`config.mk`:
```
export PLATFORM = sky130hd
export DESIGN_NAME = approx_add_arbiter
export DESIGN_NICKNAME = d
export VERILOG_FILES = /design/src/rtl/approx_add_pkg.sv /design/src/rtl/approx_rc_adder.sv /design/src/rtl/approx_add_arbiter.sv
export SDC_FILE = /design/constraint.sdc
export NUM_CORES = 1
export LEC_CHECK = 0
export CAP_MARGIN = 25
export CORE_MARGIN = 5
export CORE_UTILIZATION = 36
export DETAILED_ROUTE_END_ITERATION = 16
export GPL_ROUTABILITY_DRIVEN = 0
export PLACE_DENSITY = 0.77
export SLEW_MARGIN = 5
export SYNTH_ARGS = -nofsm -noshare
export SYNTH_HDL_FRONTEND = slang
export SYNTH_SLANG_ARGS = --single-unit
```
`constraint.sdc`:
```
create_clock -name clk -period 8.2 [get_ports clk]
set_input_delay 2.05 -clock clk [delete_from_list [all_inputs] [get_ports clk]]
set_output_delay 2.05 -clock clk [all_outputs]
set_load 0.02 [all_outputs]
```
`src/rtl/approx_add_pkg.sv`:
```
// rtl/approx_add_pkg.sv - default sizing and mode encoding for the shared approximate adder
package approx_add_pkg;

    localparam int DEF_WIDTH       = 16;
    localparam int DEF_APPROX_BITS = 9;
    localparam int DEF_NREQ        = 4;
    localparam int DEF_CNT_W       = 16;

    typedef enum logic {
        MODE_EXACT  = 1'b0,
        MODE_APPROX = 1'b1
    } add_mode_e;

endpackage

```
`src/rtl/approx_rc_adder.sv`:
```
// rtl/approx_rc_adder.sv - ripple-carry adder whose low slices can switch to an approximate cell
module approx_rc_adder
    import approx_add_pkg::*;
#(
    parameter int WIDTH       = DEF_WIDTH,
    parameter int APPROX_BITS = DEF_APPROX_BITS
) (
    input  logic [WIDTH-1:0] a,
    input  logic [WIDTH-1:0] b,
    input  logic             mode,
    output logic [WIDTH:0]   sum
);

    logic [WIDTH:0] carry;

    // Approximate cell: sum = ~cin, cout = 0, so the exact upper part starts with no carry.
    always_comb begin
        carry    = '0;
        sum      = '0;
        carry[0] = 1'b0;
        for (int k = 0; k < WIDTH; k++) begin
            if (mode == MODE_APPROX && k < APPROX_BITS) begin
                sum[k]     = ~carry[k];
                carry[k+1] = 1'b0;
            end else begin
                sum[k]     = a[k] ^ b[k] ^ carry[k];
                carry[k+1] = (a[k] & b[k]) | (carry[k] & (a[k] ^ b[k]));
            end
        end
        sum[WIDTH] = carry[WIDTH];
    end

endmodule

```
`src/rtl/approx_add_arbiter.sv`:
```
// rtl/approx_add_arbiter.sv - round-robin sharing of one approximate adder with a registered result
module approx_add_arbiter
    import approx_add_pkg::*;
#(
    parameter int WIDTH       = DEF_WIDTH,
    parameter int APPROX_BITS = DEF_APPROX_BITS,
    parameter int NREQ        = DEF_NREQ,
    parameter int CNT_W       = DEF_CNT_W
) (
    input  logic                      clk,
    input  logic                      rst,
    input  logic [NREQ-1:0]           req_valid,
    output logic [NREQ-1:0]           req_ready,
    input  logic [NREQ*WIDTH-1:0]     req_in1,
    input  logic [NREQ*WIDTH-1:0]     req_in2,
    input  logic [NREQ-1:0]           req_approx,
    output logic                      res_valid,
    input  logic                      res_ready,
    output logic [WIDTH:0]            res_sum,
    output logic [$clog2(NREQ)-1:0]   res_id,
    output logic                      res_approx,
    output logic [CNT_W-1:0]          approx_cnt,
    input  logic                      cnt_clr
);

    localparam int IDW = $clog2(NREQ);

    logic [IDW-1:0]   ptr;
    logic [IDW-1:0]   gnt_idx;
    logic             gnt_found;
    logic             slot_free;
    logic             xfer;
    int               rr_idx;
    logic [WIDTH-1:0] sel_in1;
    logic [WIDTH-1:0] sel_in2;
    logic             sel_mode;
    logic [WIDTH:0]   add_sum;

    assign slot_free = !res_valid || res_ready;
    assign xfer      = slot_free && gnt_found;

    // First valid requester at or above ptr, wrapping around.
    always_comb begin
        gnt_found = 1'b0;
        gnt_idx   = '0;
        rr_idx    = 0;
        for (int j = 0; j < NREQ; j++) begin
            rr_idx = (int'(ptr) + j) % NREQ;
            if (!gnt_found && req_valid[IDW'(rr_idx)]) begin
                gnt_found = 1'b1;
                gnt_idx   = IDW'(rr_idx);
            end
        end
    end

    always_comb begin
        req_ready = '0;
        if (xfer) begin
            req_ready[gnt_idx] = 1'b1;
        end
    end

    always_comb begin
        sel_in1  = '0;
        sel_in2  = '0;
        sel_mode = 1'b0;
        for (int i = 0; i < NREQ; i++) begin
            if (gnt_idx == IDW'(i)) begin
                sel_in1  = req_in1[i*WIDTH +: WIDTH];
                sel_in2  = req_in2[i*WIDTH +: WIDTH];
                sel_mode = req_approx[i];
            end
        end
    end

    approx_rc_adder #(
        .WIDTH       (WIDTH),
        .APPROX_BITS (APPROX_BITS)
    ) u_adder (
        .a    (sel_in1),
        .b    (sel_in2),
        .mode (sel_mode),
        .sum  (add_sum)
    );

    always_ff @(posedge clk or posedge rst) begin
        if (rst) begin
            res_valid  <= 1'b0;
            res_sum    <= '0;
            res_id     <= '0;
            res_approx <= 1'b0;
            ptr        <= '0;
        end else if (xfer) begin
            res_valid  <= 1'b1;
            res_sum    <= add_sum;
            res_id     <= gnt_idx;
            res_approx <= sel_mode;
            ptr        <= (gnt_idx == IDW'(NREQ - 1)) ? '0 : gnt_idx + 1'b1;
        end else if (res_ready) begin
            res_valid  <= 1'b0;
        end
    end

    // Clear wins over a same-cycle increment; the count sticks at all-ones.
    always_ff @(posedge clk or posedge rst) begin
        if (rst) begin
            approx_cnt <= '0;
        end else if (cnt_clr) begin
            approx_cnt <= '0;
        end else if (xfer && sel_mode == MODE_APPROX && approx_cnt != '1) begin
            approx_cnt <= approx_cnt + 1'b1;
        end
    end

endmodule

```
# Yosys cells after proc, flatten, opt, wreduce, memory -nomap -nowiden
# Cells that the tools add are included.
totals:
  reg_bits: 39
  latch_bits: 0
  ram_bits: 0
  mem_bits_ro: 0
  out_inout_bits: 41
  mem_count: 0
op_classes:
  addsub: 5
  mul: 0
  div_mod_pow: 0
  magnitude_cmp: 6
  eq_ne: 4
  n_shift: 0
  mux: 58
  bitwise_logic: 85
  n_reduce_logical: 15
ops:
  columns: ["op", "count"]
  rows:
  - ["$mux 16", 10]
  - ["$mux 1", 37]
  - ["$and 1x1->1", 31]
  - ["$xor 1x1->1", 31]
  - ["$add 16x1->16 const B", 1]
  - ["$lt 2x4->1 const B", 4]
  - ["$ne 16x16->1 const B", 1]
  - ["$or 1x1->1", 15]
  - ["$mux 2", 5]
  - ["$bmux 1 s2", 4]
  - ["$not 1->1", 8]
  - ["$logic_and 1x1->1", 7]
  - ["$add 2x1->2 const B", 2]
  - ["$add 2x2->2 const B", 2]
  - ["$eq 2x2->1 const B", 2]
  - ["$logic_not 1->1", 4]
  - ["$mux 4", 1]
  - ["$reduce_bool 2->1", 2]
  - ["$lt 2x3->1 const B", 1]
  - ["$demux 1 s2", 1]
  - ["$eq 2x1->1 const B", 1]
  - ["$ge 2x1->1 const B", 1]
  - ["$logic_not 2->1", 1]
  - ["$logic_or 1x1->1", 1]

# Longest topological paths before layout
depth:
  ltp_word: 58
  ltp_mapped: 40

# By module
# Synthesis repeated with hierarchy kept, for this count alone.
hier_totals:
  cells_unflattened: 401
  hier_area_um2: 3305.7
modules_own_cells:
  columns: ["mod", "instances", "cells_per_inst", "area_each_um2", "seq_area_each_um2"]
  rows:
  - ["approx_add_arbiter", 1, 359, 2836.5, 975.9]
  - ["approx_rc_adder", 1, 42, 469.2, 0.0]

# Worst setup path after synthesis
# Ideal clock, no wire load.
synth_timing:
  path_type: "input port to flip-flop"
  startpoint: "input req_valid[1]"
  endpoint: "register res_sum[15]"
  setup_ps: 117
  arrival_ps: 10313
  required_ps: 8083
  slack_ps: -2230
  path_stages: 34
  path_buffers: 1
  cell_sequence: "nor4_2 -> nor2_1 -> ha_1 -> a211oi_1 -> a211o_1 -> buf_2 -> and2_1 -> fa_1 -> nand2_1 -> fa_1 -> nand2b_1 -> fa_1 -> nand2b_1 -> fa_1 -> nand2b_1 -> fa_1 -> nand2b_1 -> fa_1 -> nand2b_1 -> fa_1 -> nand2b_1 -> fa_1 -> nor2_1 -> fa_1 -> inv_1 -> fa_1 -> fa_1 -> fa_1 -> fa_1 -> fa_1 -> inv_1 -> fa_1 -> nand2_1 -> nand2_1"
synth_between:
  elab_chain_cells: 57
  elab_cells_between_ends: 111
  classes_between: "eq/ne: 3; mux: 41; bitwise: 59; reduce/logical: 8"
synth_rtl:
  columns: ["item", "line", "text"]
  rows:
  - ["from (decl)", "approx_add_arbiter.sv:12", "input logic [NREQ-1:0] req_valid,"]
  - ["$bmux 1 s2", "approx_add_arbiter.sv:49", "if (!gnt_found && req_valid[IDW'(rr_idx)]) begin"]
  - ["$mux 1 (implied by the code) (2 in a row)", "approx_add_arbiter.sv:49", null]
  - ["$mux 1", "approx_add_arbiter.sv:49", null]
  - ["$logic_not 1->1", "approx_add_arbiter.sv:49", null]
  - ["$logic_and 1x1->1", "approx_add_arbiter.sv:49", null]
  - ["$mux 1", "approx_add_arbiter.sv:49", null]
  - ["$logic_not 1->1", "approx_add_arbiter.sv:49", null]
  - ["$logic_and 1x1->1", "approx_add_arbiter.sv:49", null]
  - ["[4 not listed]", null, null]
  - ["net gnt_idx[0]", "approx_add_arbiter.sv:29", "logic [IDW-1:0] gnt_idx;"]
  - ["[37 not listed]", null, null]
  - ["$and 1x1->1", "approx_rc_adder.sv:27", "carry[k+1] = (a[k] & b[k]) | (carry[k] & (a[k] ^ b[k]));"]
  - ["$or 1x1->1", "approx_rc_adder.sv:27", null]
  - ["$and 1x1->1", "approx_rc_adder.sv:27", null]
  - ["$or 1x1->1", "approx_rc_adder.sv:27", null]
  - ["$and 1x1->1", "approx_rc_adder.sv:27", null]
  - ["$or 1x1->1", "approx_rc_adder.sv:27", null]
  - ["$xor 1x1->1 (*)", "approx_rc_adder.sv:26", "sum[k] = a[k] ^ b[k] ^ carry[k];"]
  - ["net add_sum[15]", "approx_add_arbiter.sv:37", "logic [WIDTH:0] add_sum;"]
  - ["to (signal assigned)", "approx_add_arbiter.sv:95", "res_sum <= add_sum;"]
  - ["to (decl)", "approx_add_arbiter.sv:19", "output logic [WIDTH:0] res_sum,"]
# Mark *: on every way through the listed nets, which the timed path passes. The rest lies on a longest branch. The select of a mux whose other input is x is not followed.
# A chain may end at the register's enable or synchronous reset.

# Final worst setup path
layout_timing:
  startpoint: "input req_valid[0]"
  endpoint: "register res_sum[15]"
# Same word-level chain as after synthesis.

==> flow_metrics.py <==
metrics = {
    "sta": {
        "fin_crit_ps": 9610,
        "clock_skew_ps": 7.61,
        "fin_hold_ws_ps": 471,
        "tightest_slew_ps": 798,
        "max_clock_freq_mhz": 104,
        "fin_ws_ps": -1410,
        "period_share_pct": 117,
        "finalMaxSlewViolations": 0,
        "relSlewSlack_pct": 46.8,
        "setup_violations": 6,
        "final_hold_viol_count": 0,
        "rsz0062_at_grt": "true",
    },
    "worst_setup_path": {
        "r2r_cells": 38,
        "cpMaxStageDelayCell": "fa_2",
        "crit_path_max_incr_delay_ps": 410,
        "r2r-end": "res_sum[15]",
        "rrSetupSlack_ps": -40,
        "worstPathArrival_ps": 9790,
        "critical_path_class": "primary input to flop",
        "worstSetupStartpointType": "primary input",
        "reg2reg_from": "ptr[1]",
        "critical_path.max_fanout": 6,
        "crit_top_cell": "fa_2",
        "endpoint_kind": "flop",
        "crit_required_ps": 8380,
    },
    "hold_path": {
        "holdPathEnd": "res_sum[0]",
        "min_from": "res_sum[0]",
        "worstHoldPathCells": 2,
        "hp-class": "flop to flop",
    },
    "clock_network": {
        "root_buffer": "clkbuf_8",
        "numClockSinks": 39,
        "cts_tree": "done",
        "clk_pin_slew_ps": 80,
        "numCtsBuffers": 5,
        "h-tree-depth": 2,
        "cts_buffer_depth": 2,
        "clk_latency_ps": 290,
    },
    "synth": {
        "ys_types": 49,
        "synthCells": 423,
        "synth_nets": 584,
        "yosys_warnings": 0,
        "ys_ff_latch": 39,
        "ys_seq_area_share_pct": 29.3,
        "synth_area_per_cell_sq_um": 7.87,
        "synth_area_sq_um": 3330,
    },
    "detailed_routing": {
        "wl_met1_um": 5000,
        "drcViolationCount": 0,
        "avgViaCountPerCell": 5.24,
        "vias": 3839,
        "wl_met3_um": 937,
        "firstDrtPassIters": 4,
        "wirelength_um": 12000,
        "postRouteAntennaNets": 0,
        "drt_iter0_markers": 163,
        "wl_per_cell_um": 16.3,
        "dr_wl_met2_um": 5800,
        "top_layer": "met4",
    },
    "run": {
        "maxCapViolations": 0,
    },
    "die": {
        "initial_utilization_pct": 36.5,
        "fp.coreArea_sq_um": 9110,
        "design.portCount": 181,
        "die_area_sq_um": 11300,
        "die-height_um": 106,
        "rows": 35,
        "die_width_um": 106,
    },
    "layout": {
        "fin_util_pct": 63.6,
        "nets": 782,
        "multi_input_area_sq_um": 2420,
        "regArea_sq_um": 976,
        "area_growth_pct": 73.9,
        "nFillCells": 786,
        "mostFrequentLayoutCell": "clkdlybuf4s50_1",
        "final_cell_mix": "clkdlybuf4s50_1, a21oi_1, nand2_1",
        "diodes": 0,
        "design_area_sq_um": 5790,
        "drive_above_1_share_pct": 17.4,
    },
    "grt": {
        "grt_pass1_wl_um": 19200,
        "overflow": 0,
        "track_usage_pct": 20.9,
        "antenna_found_initial": 0,
        "first_global_vias": 3932,
        "grt_max_degree": 40,
    },
    "placement": {
        "pre_cts_ws_ps": -2470,
        "dp_hpwl_um": 9800,
        "port_buffers": 180,
        "placed_cell_area_sq_um": 5550,
    },
    "pwr": {
        "power.switching_mw": 0.673,
        "power.share.clock_pct": 9.0,
        "irDropWorstVdd_mv": 0.126,
        "pwr-share-seq_pct": 18.7,
        "p_sw_share_pct": 44.4,
        "p_per_area_nw_per_um2": 262,
        "p_int_mw": 0.843,
        "comb_power_share_pct": 72.3,
        "p_leak_nw": 2.27,
    },
    "outcome": {
        "violations": "negative setup slack",
        "status": "finished, violations left",
    },
}
==> logic make-up (layout without fill, tap and decap cells) <==
logic type	Yosys count	after routing	synth area share (%)
and+or+nand+nor	178	178	28.2
xor gates and xnor gates	4	4	1.05
muxes	4	4	1.20
buffers and inverters	41	240	5.00
AOI/OAI and AO/OA	136	136	23.9
DFF	39	39	29.3
adders and majority gates	21	21	11.3
==> sequential cells by signal, indices dropped and copies added, names as in the netlist <==
| name | flops |
|---|---|
| res_sum | 17 |
| approx_cnt | 16 |
| ptr | 2 |
| res_id | 2 |
| res_approx | 1 |
| res_valid | 1 |
==> through the flow <==
step           setup TNS, ps  cells  total power [mW]
6_report               -4860    733              1.52
5_1_grt                -6390    733              1.65
4_1_cts                -4700    732              1.51
3_5_place_dp          -11920    716              1.33
3_3_place_gp          -10580    716              1.29
2_1_floorplan          -6050    423             0.947
==> synth_stat cells (all sizes together) <==
master / n / area, sq um
a21oi: 76 / 380
nand2: 58 / 218
dfrtp: 39 / 976
nor2: 34 / 130
o21ai: 26 / 130
clkbuf: 24 / 90.1
nand3b: 21 / 170
fa: 15 / 300
nor2b: 13 / 81.3
nor3: 12 / 60.1
a221oi: 10 / 87.6
inv: 10 / 37.5
nand3: 8 / 40.0
a31oi: 7 / 43.8
buf: 7 / 38.8
nand2b: 7 / 43.8
and2: 6 / 37.5
ha: 6 / 75.1
or3: 5 / 31.3
mux2i: 4 / 40.0
nor4: 4 / 43.8
a22oi: 3 / 22.5
a211oi: 2 / 27.5
and3: 2 / 12.5
nand4: 2 / 18.8
o211ai: 2 / 20.0
o21a: 2 / 15.0
o21ba: 2 / 20.0
o31ai: 2 / 15.0
or4: 2 / 15.0
xnor2: 2 / 17.5
xor2: 2 / 17.5
a211o: 1 / 8.76
a21o: 1 / 7.51
and4: 1 / 8.76
nor3b: 1 / 7.51
nor4b: 1 / 15.0
o2111ai: 1 / 8.76
o221ai: 1 / 8.76
or2: 1 / 6.26
==> critical path, delay by kind of cell <==
family,cells,cell delay [ps]
adder cells (fa/ha/maj),16,5000
AND/OR/NAND/NOR,12,1380
multiplexers,1,110
AO/OA/AOI/OAI,3,680
buffers and inverters,5,530
==> per-layer routing <==
| layer | global-route usage (%) | up-vias |
|---|---|---|
| met5 | 0 | - |
| met2 | 35.9 | 162 |
| met3 | 4.80 | 16 |
| met1 | 26.7 | 1779 |
| met4 | 4.53 | 0 |
| li1 | - | 1882 |
==> power groups by stage <==
stage	registers, mW	logic, mW	clock network, mW
after floorplan	0.335	0.612	0
after global placement	0.284	1.01	0
after detailed placement	0.286	1.04	0
after CTS	0.284	1.09	0.139
after global routing	0.291	1.21	0.148
final	0.283	1.10	0.136
==> what timing repair did <==
action	4_1_cts	5_1_grt
gates cloned	0	0
setup buffers	9	1
pin swaps	22	4
resized for setup	35	6
hold buffers	0	0
setup endpoints to repair	8	6
==> worst max path at each step <==
stage	startpoint	to	slack (ps)	cells after the start
6_report	req_valid[0]	res_sum[15]	-1410	37
5_1_grt	req_valid[1]	res_sum[15]	-1670	39
4_1_cts	req_valid[1]	res_sum[15]	-1400	38
3_5_place_dp	req_valid[0]	res_sum[15]	-2470	39
3_3_place_gp	req_valid[0]	res_sum[15]	-2270	39
2_1_floorplan	req_valid[2]	res_sum[15]	-1640	38
==> final cells by class <==
type	instances	area share [%]
clock buffer	7	1.49
timing repair buffer	222	36.7
inverter	10	0.648
multi-input combinational	343	41.7
tap	111	2.40
clock inverter	1	0.151
sequential	39	16.9
Power figures use the tool's default switching activity.
